[src/rtl/encoder_pkg.sv]
`default_nettype none
// +--------------------------------------------------------------------------+
// | encoder_pkg: shared state encoding and width helper for encoder blocks    |
// | Rev 1.0                                                                   |
// +--------------------------------------------------------------------------+
package encoder_pkg;

    typedef enum logic [0:0] {
        ST_IDLE = 1'b0,
        ST_SCAN = 1'b1
    } state_t;

    // Index width that never collapses to zero for tiny N.
    function automatic int clog2_safe(input int n);
        int w;
        w = $clog2(n);
        return (w < 1) ? 1 : w;
    endfunction

endpackage
`default_nettype wire

[src/rtl/encoder_scan_n_if.sv]
`default_nettype none
// +--------------------------------------------------------------------------+
// | encoder_scan_n_if: request-word input and index-beat output handshakes    |
// | Rev 1.0                                                                   |
// +--------------------------------------------------------------------------+
interface encoder_scan_n_if
    import encoder_pkg::*;
#(
    parameter int N = 8,
    parameter int W = clog2_safe(N)
);
    logic         in_valid;
    logic         in_ready;
    logic [N-1:0] in_word;
    logic         out_valid;
    logic         out_ready;
    logic [W-1:0] out_idx;
    logic         out_last;
    logic         out_zero;

    modport master (
        output in_valid, in_word, out_ready,
        input  in_ready, out_valid, out_idx, out_last, out_zero
    );

    modport slave (
        input  in_valid, in_word, out_ready,
        output in_ready, out_valid, out_idx, out_last, out_zero
    );
endinterface
`default_nettype wire

[src/rtl/encoder_scan_n_prio_idx.sv]
`default_nettype none
// +--------------------------------------------------------------------------+
// | prio_idx_n: combinational find-first-set with one-hot mask and single flag|
// | Rev 1.0                                                                   |
// +--------------------------------------------------------------------------+
module prio_idx_n
    import encoder_pkg::*;
#(
    parameter int N         = 8,
    parameter bit MSB_FIRST = 1'b0,
    parameter int W         = clog2_safe(N)
) (
    input  logic [N-1:0] vec_i,
    output logic [W-1:0] idx_o,
    output logic [N-1:0] onehot_o,
    output logic         single_o
);

    // The last matching iteration wins, so scan direction picks the priority end.
    generate
        if (MSB_FIRST) begin : g_msb
            always_comb begin
                idx_o = '0;
                for (int i = 0; i < N; i++) begin
                    if (vec_i[i]) idx_o = W'(i);
                end
            end
        end else begin : g_lsb
            always_comb begin
                idx_o = '0;
                for (int i = N - 1; i >= 0; i--) begin
                    if (vec_i[i]) idx_o = W'(i);
                end
            end
        end
    endgenerate

    assign onehot_o = (|vec_i) ? (N'(1) << idx_o) : '0;
    assign single_o = (|vec_i) & ~(|(vec_i & (vec_i - N'(1))));

endmodule
`default_nettype wire

[src/rtl/encoder_scan_n.sv]
`default_nettype none
// +--------------------------------------------------------------------------+
// | encoder_scan_n: emits the index of every set bit of a word, one per beat  |
// | Rev 1.0                                                                   |
// +--------------------------------------------------------------------------+
module encoder_scan_n
    import encoder_pkg::*;
#(
    parameter int N         = 8,
    parameter bit MSB_FIRST = 1'b0,
    parameter bit ZERO_RPT  = 1'b1
) (
    input  wire logic          clk,
    input  wire logic          rst,
    encoder_scan_n_if.slave    bus
);

    localparam int W = clog2_safe(N);

    state_t       state_q, state_d;
    logic [N-1:0] pend_q,  pend_d;
    logic         zero_q,  zero_d;

    logic [W-1:0] sel_idx;
    logic [N-1:0] sel_mask;
    logic         sel_single;
    logic         out_valid;
    logic         out_last;
    logic         hs;
    logic         accept;

    prio_idx_n #(
        .N         (N),
        .MSB_FIRST (MSB_FIRST),
        .W         (W)
    ) u_prio (
        .vec_i    (pend_q),
        .idx_o    (sel_idx),
        .onehot_o (sel_mask),
        .single_o (sel_single)
    );

    assign out_valid = (state_q == ST_SCAN);
    assign out_last  = out_valid & (sel_single | zero_q);
    assign hs        = out_valid & bus.out_ready;
    assign accept    = bus.in_valid & bus.in_ready;

    assign bus.out_valid = out_valid;
    assign bus.out_idx   = sel_idx;
    assign bus.out_last  = out_last;
    assign bus.out_zero  = out_valid & zero_q;
    assign bus.in_ready  = ~rst & ((state_q == ST_IDLE) | (hs & out_last));

    always_comb begin
        state_d = state_q;
        pend_d  = pend_q;
        zero_d  = zero_q;
        if (hs) begin
            pend_d = pend_q & ~sel_mask;
            if (out_last) begin
                state_d = ST_IDLE;
                zero_d  = 1'b0;
            end
        end
        // A new word overrides the retiring one when both happen in one cycle.
        if (accept) begin
            if (|bus.in_word) begin
                pend_d  = bus.in_word;
                zero_d  = 1'b0;
                state_d = ST_SCAN;
            end else if (ZERO_RPT) begin
                pend_d  = '0;
                zero_d  = 1'b1;
                state_d = ST_SCAN;
            end
        end
    end

    always_ff @(posedge clk) begin
        if (rst) begin
            state_q <= ST_IDLE;
            pend_q  <= '0;
            zero_q  <= 1'b0;
        end else begin
            state_q <= state_d;
            pend_q  <= pend_d;
            zero_q  <= zero_d;
        end
    end

endmodule
`default_nettype wire

[src/flat_wrapper.sv]
// flat-port wrapper written by rule: the top's interface ports become plain ports
module encoder_scan_n_flat import encoder_pkg::*;
#(
    parameter int N         = 8,
    parameter bit MSB_FIRST = 1'b0,
    parameter bit ZERO_RPT  = 1'b1
)
  (clk, rst, bus_in_valid, bus_in_word, bus_out_ready, bus_in_ready, bus_out_valid, bus_out_idx, bus_out_last, bus_out_zero);
  encoder_scan_n_if #(.N(N), .W((3))) bus_i ();
  input  wire logic clk;
  input  wire logic rst;
  input wire logic [$bits(bus_i.in_valid)-1:0] bus_in_valid;
  input wire logic [$bits(bus_i.in_word)-1:0] bus_in_word;
  input wire logic [$bits(bus_i.out_ready)-1:0] bus_out_ready;
  output wire logic [$bits(bus_i.in_ready)-1:0] bus_in_ready;
  output wire logic [$bits(bus_i.out_valid)-1:0] bus_out_valid;
  output wire logic [$bits(bus_i.out_idx)-1:0] bus_out_idx;
  output wire logic [$bits(bus_i.out_last)-1:0] bus_out_last;
  output wire logic [$bits(bus_i.out_zero)-1:0] bus_out_zero;
  assign bus_i.in_valid = bus_in_valid;
  assign bus_i.in_word = bus_in_word;
  assign bus_i.out_ready = bus_out_ready;
  assign bus_in_ready = bus_i.in_ready;
  assign bus_out_valid = bus_i.out_valid;
  assign bus_out_idx = bus_i.out_idx;
  assign bus_out_last = bus_i.out_last;
  assign bus_out_zero = bus_i.out_zero;
  encoder_scan_n #(.N(N), .MSB_FIRST(MSB_FIRST), .ZERO_RPT(ZERO_RPT)) u_core (.clk(clk), .rst(rst), .bus(bus_i));
endmodule
[config.mk]
export PLATFORM = sky130hd
export DESIGN_NAME = encoder_scan_n_flat
export DESIGN_NICKNAME = d
export VERILOG_FILES = /design/src/rtl/encoder_pkg.sv /design/src/rtl/encoder_scan_n_if.sv /design/src/rtl/encoder_scan_n_prio_idx.sv /design/src/rtl/encoder_scan_n.sv /design/src/flat_wrapper.sv
export SDC_FILE = /design/constraint.sdc
export NUM_CORES = 1
export LEC_CHECK = 0
export BUFFER_PORTS_ARGS = -buffer_cell sky130_fd_sc_hd__buf_2
export CAP_MARGIN = 10
export CELL_PAD_IN_SITES_DETAIL_PLACEMENT = 1
export CELL_PAD_IN_SITES_GLOBAL_PLACEMENT = 1
export CORE_MARGIN = 2
export CORE_UTILIZATION = 40
export CTS_BUF_LIST = sky130_fd_sc_hd__clkbuf_4 sky130_fd_sc_hd__clkbuf_8 sky130_fd_sc_hd__clkbuf_16
export DETAILED_ROUTE_END_ITERATION = 16
export GPL_TIMING_DRIVEN = 0
export PLACE_DENSITY_LB_ADDON = 0.1
export REMOVE_ABC_BUFFERS = 1
export SLEW_MARGIN = 20
export SYNTH_ARGS = -nofsm -noshare
export SYNTH_HDL_FRONTEND = slang
export SYNTH_SLANG_ARGS = --single-unit
[constraint.sdc]
create_clock -name clk -period 3.6 [get_ports clk]
set_clock_uncertainty 0.15 [all_clocks]
set_input_delay 0.18 -clock clk [delete_from_list [all_inputs] [get_ports clk]]
set_output_delay 0.18 -clock clk [all_outputs]
set_load 0.1 [all_outputs]
==> metrics.cfg <==
[layout]
final_area_um2 = 842.1
syn2layout_area_growth_pct = 17.66
nets = 114
fillCellCount = 216
layoutNonFillerInstCount = 125
antenna_cells = 0
multi_input_area_um2 = 459.2
drive_above_1_share_pct = 36.00
seqCellArea_um2 = 200.2

[sta]
drv_slew = 0
rsz0062_at_grt = false
fin_crit_sh_pct = 69.38
finalSetupTns_ns = 0
slew_headroom_pct = 57.93
fin_ws_ns = 1.102
setup_viol = 0
timing.fmax_mhz = 400.4
finalHoldViolCount = 0
worst_pin_slew_ns = 0.6231
fin_crit_ns = 2.498

[die]
initial_core_util_pct = 41.90
ios = 19
die_y_um = 46.30
rows = 15
die_w_um = 46.30
dieArea_mm2 = 0.002144
core-area_mm2 = 0.001708

[routing]
first_pass_iters = 4
ant_nets = 0
viasPerCell = 5.272
drt-wirelength-per-cell_um = 14.10
routed_wl_mm = 1.762
route.vias.total = 659
drc_errors = 0
drt_iter0_drc = 2

[clock_network]
path_clk_slew_ns = 0.07
cts_hold_buffers = 2
cts_setup_buffers = 0
clock-sinks = 10
cts_made_buffers = 3
cts_resized = 0
h-tree-depth = 1
cts_tree = yes
insertion_delay_ns = 0.28
cts.path.max_buffers = 2
cts-root-buf = clkbuf_4

[synth]
synth_top_area_share_pct = 27.97
syn-cell-area_um2 = 715.7
synth_edf_count = 0
async_reset_ff_share_pct = 0
postSynthAreaPerCell_um2 = 8.946
netlist.top_cell.by_area = dfxtp_1
synth_cell_type_count = 33
netlist_top_cells_count = 10 x dfxtp_1, 8 x nand2_1, 6 x a21oi_1, 6 x mux2_4, 6 x nor2_1
yosysSeqAreaShare_pct = 27.97
synth-seq-cells = 10
ys_warn_count = 0
synth.most_common_cell = dfxtp_1
netlist_top_cells_area = dfxtp_1 28%, mux2_4 13%, a21oi_1 4.2%, mux2i_1 4.2%, nand2_1 4.2%
ys.flop_type = dfxtp_1
syn-instance-count = 80

[setup_path]
cp_max_fo = 10
reg2reg_slack_ns = 1.28
path_class = flip-flop to output port
crit_cells = 6
ff2ff_path_depth = 5
cpPeakStageDelay_ns = 0.61
crit_path_cell_trace = or4_4 -> nand3_2 -> nand3_2 -> a21oi_1 -> o22ai_1 -> buf_2
critPathCapture = bus_in_ready
crit_path_frequent_cell = nand3_2
path_delay_family = simple AND/OR/NAND/NOR gates
cp.arrival_ns = 2.17
worstPathRequired_ns = 3.27
critPathBufInv = 1
critPathLaunchType = flip-flop
crit_start = u_core.pend_q[0]
cpMaxStageDelayCell = or4_4
cp-end-kind = output port
reg2reg_to = u_core.pend_q[5]
r2r-start = u_core.pend_q[0]

[place]
pre_cts_ws_ns = 1.261
dp.cells = 120
portBuffers = 18
gp_congestion = 0.6979
dpl_cell_area_um2 = 799.5
hpwl_mm = 1.323

[power_and_ir_drop]
p_leak_nw = 0.3695
ir_worst_vdd_uv = 331.2
power_density_mw_per_mm2 = 575.9

[global_route]
grt_pass1_wl_mm = 2.939
grt_pass1_vias = 651
grtUsageTotal_pct = 20.26
antenna_found_initial = 0
grt_max_degree = 11
gr-total-overflow = 0

[hold_path]
timing.hold.worst.start = bus_in_word[0]
hp-class = input port to flip-flop

[run]
drv_cap = 0

[status]
status = complete, no violations

-- worst min-delay path by stage --
stage                                   to  slack [ns]  cells past startpoint
final                     u_core.pend_q[0]       0.001                      3
after global routing      u_core.pend_q[4]       0.008                      2
after CTS                 u_core.pend_q[0]       0.004                      3
after detailed placement  u_core.pend_q[2]        0.28                      2
after global placement    u_core.pend_q[2]        0.27                      2
after floorplan           u_core.pend_q[0]        0.17                      2
-- through the flow --
stage	utilization (%)	total power, mW	hold WS [ns]
after floorplan	-	0.3593	0.1656
after global placement	46.81	0.4026	0.2721
after detailed placement	46.81	0.4072	0.2771
after CTS	49.30	0.4869	0.003592
after global routing	49.30	0.5112	0.008242
final	49.30	0.4850	0.0009569
-- placed cells by master (no fill, tap or decap), types with 2 or more instances in the layout --
cell           Yosys  routed
a211oi_1           2       2
nor4_1             3       3
nor2b_1            2       2
nand2b_1           2       2
dlygate4sd3_1      0       2
nand2_1            8       8
nand3_2            2       2
nor2_1             6       6
mux2i_1            3       3
o211ai_1           2       2
dfxtp_1           10      10
inv_1              5       5
mux2_4             6       6
buf_2              0      18
a21oi_1            6       6
clkbuf_4           0       3
o311a_2            2       2
and2b_2            2       2
-- cell type report --
cell class / count / share of cell area, %
multi-input cells: 62 / 54.53
flip-flops and latches: 10 / 23.77
repair buffers: 20 / 13.08
well taps: 25 / 3.715
clock buffers: 3 / 2.675
inverters: 5 / 2.229
-- tightest hold or removal path, stage by stage --
cell and delay [ns]:
buf_2 0.10, inv_1 0.04, mux2i_1 0.05
-- power breakdown --
group	total (mW)	switching, mW	leakage, nW	internal (mW)
combinational	0.261	0.188	0.273	0.0728
clock	0.0800	0.0412	0.0138	0.0388
sequential	0.144	0.0203	0.0825	0.124
total	0.485	0.249	0.370	0.236
-- kinds of logic (layout without fill, tap and decap cells) --
logic type             count (synthesis)  count (layout)  share of synthesized area (%)
buffers and inverters                  8              28                          7.867
AOI/OAI and AO/OA                     20              20                          20.63
and+or+nand+nor                       33              33                          26.75
DFF                                   10              10                          27.97
muxes                                  9               9                          16.78
-- sequential cells by signal, summed over array words and instances (netlist names) --
| name | flops |
|---|---|
| u_core.bus.out_valid | 1 |
| u_core.pend_q | 8 |
| u_core.zero_q | 1 |
-- per-layer routing --
layer  up-vias  track usage (%)  part of all wire [%]
met5         -                0                     0
met1       301            24.76                    44
met2        13            33.61                    51
met4         0            12.00                   2.4
met3         5            2.353                   2.6
li1        340                -                     -
Note: power is estimated with default switching activity, not from simulation.
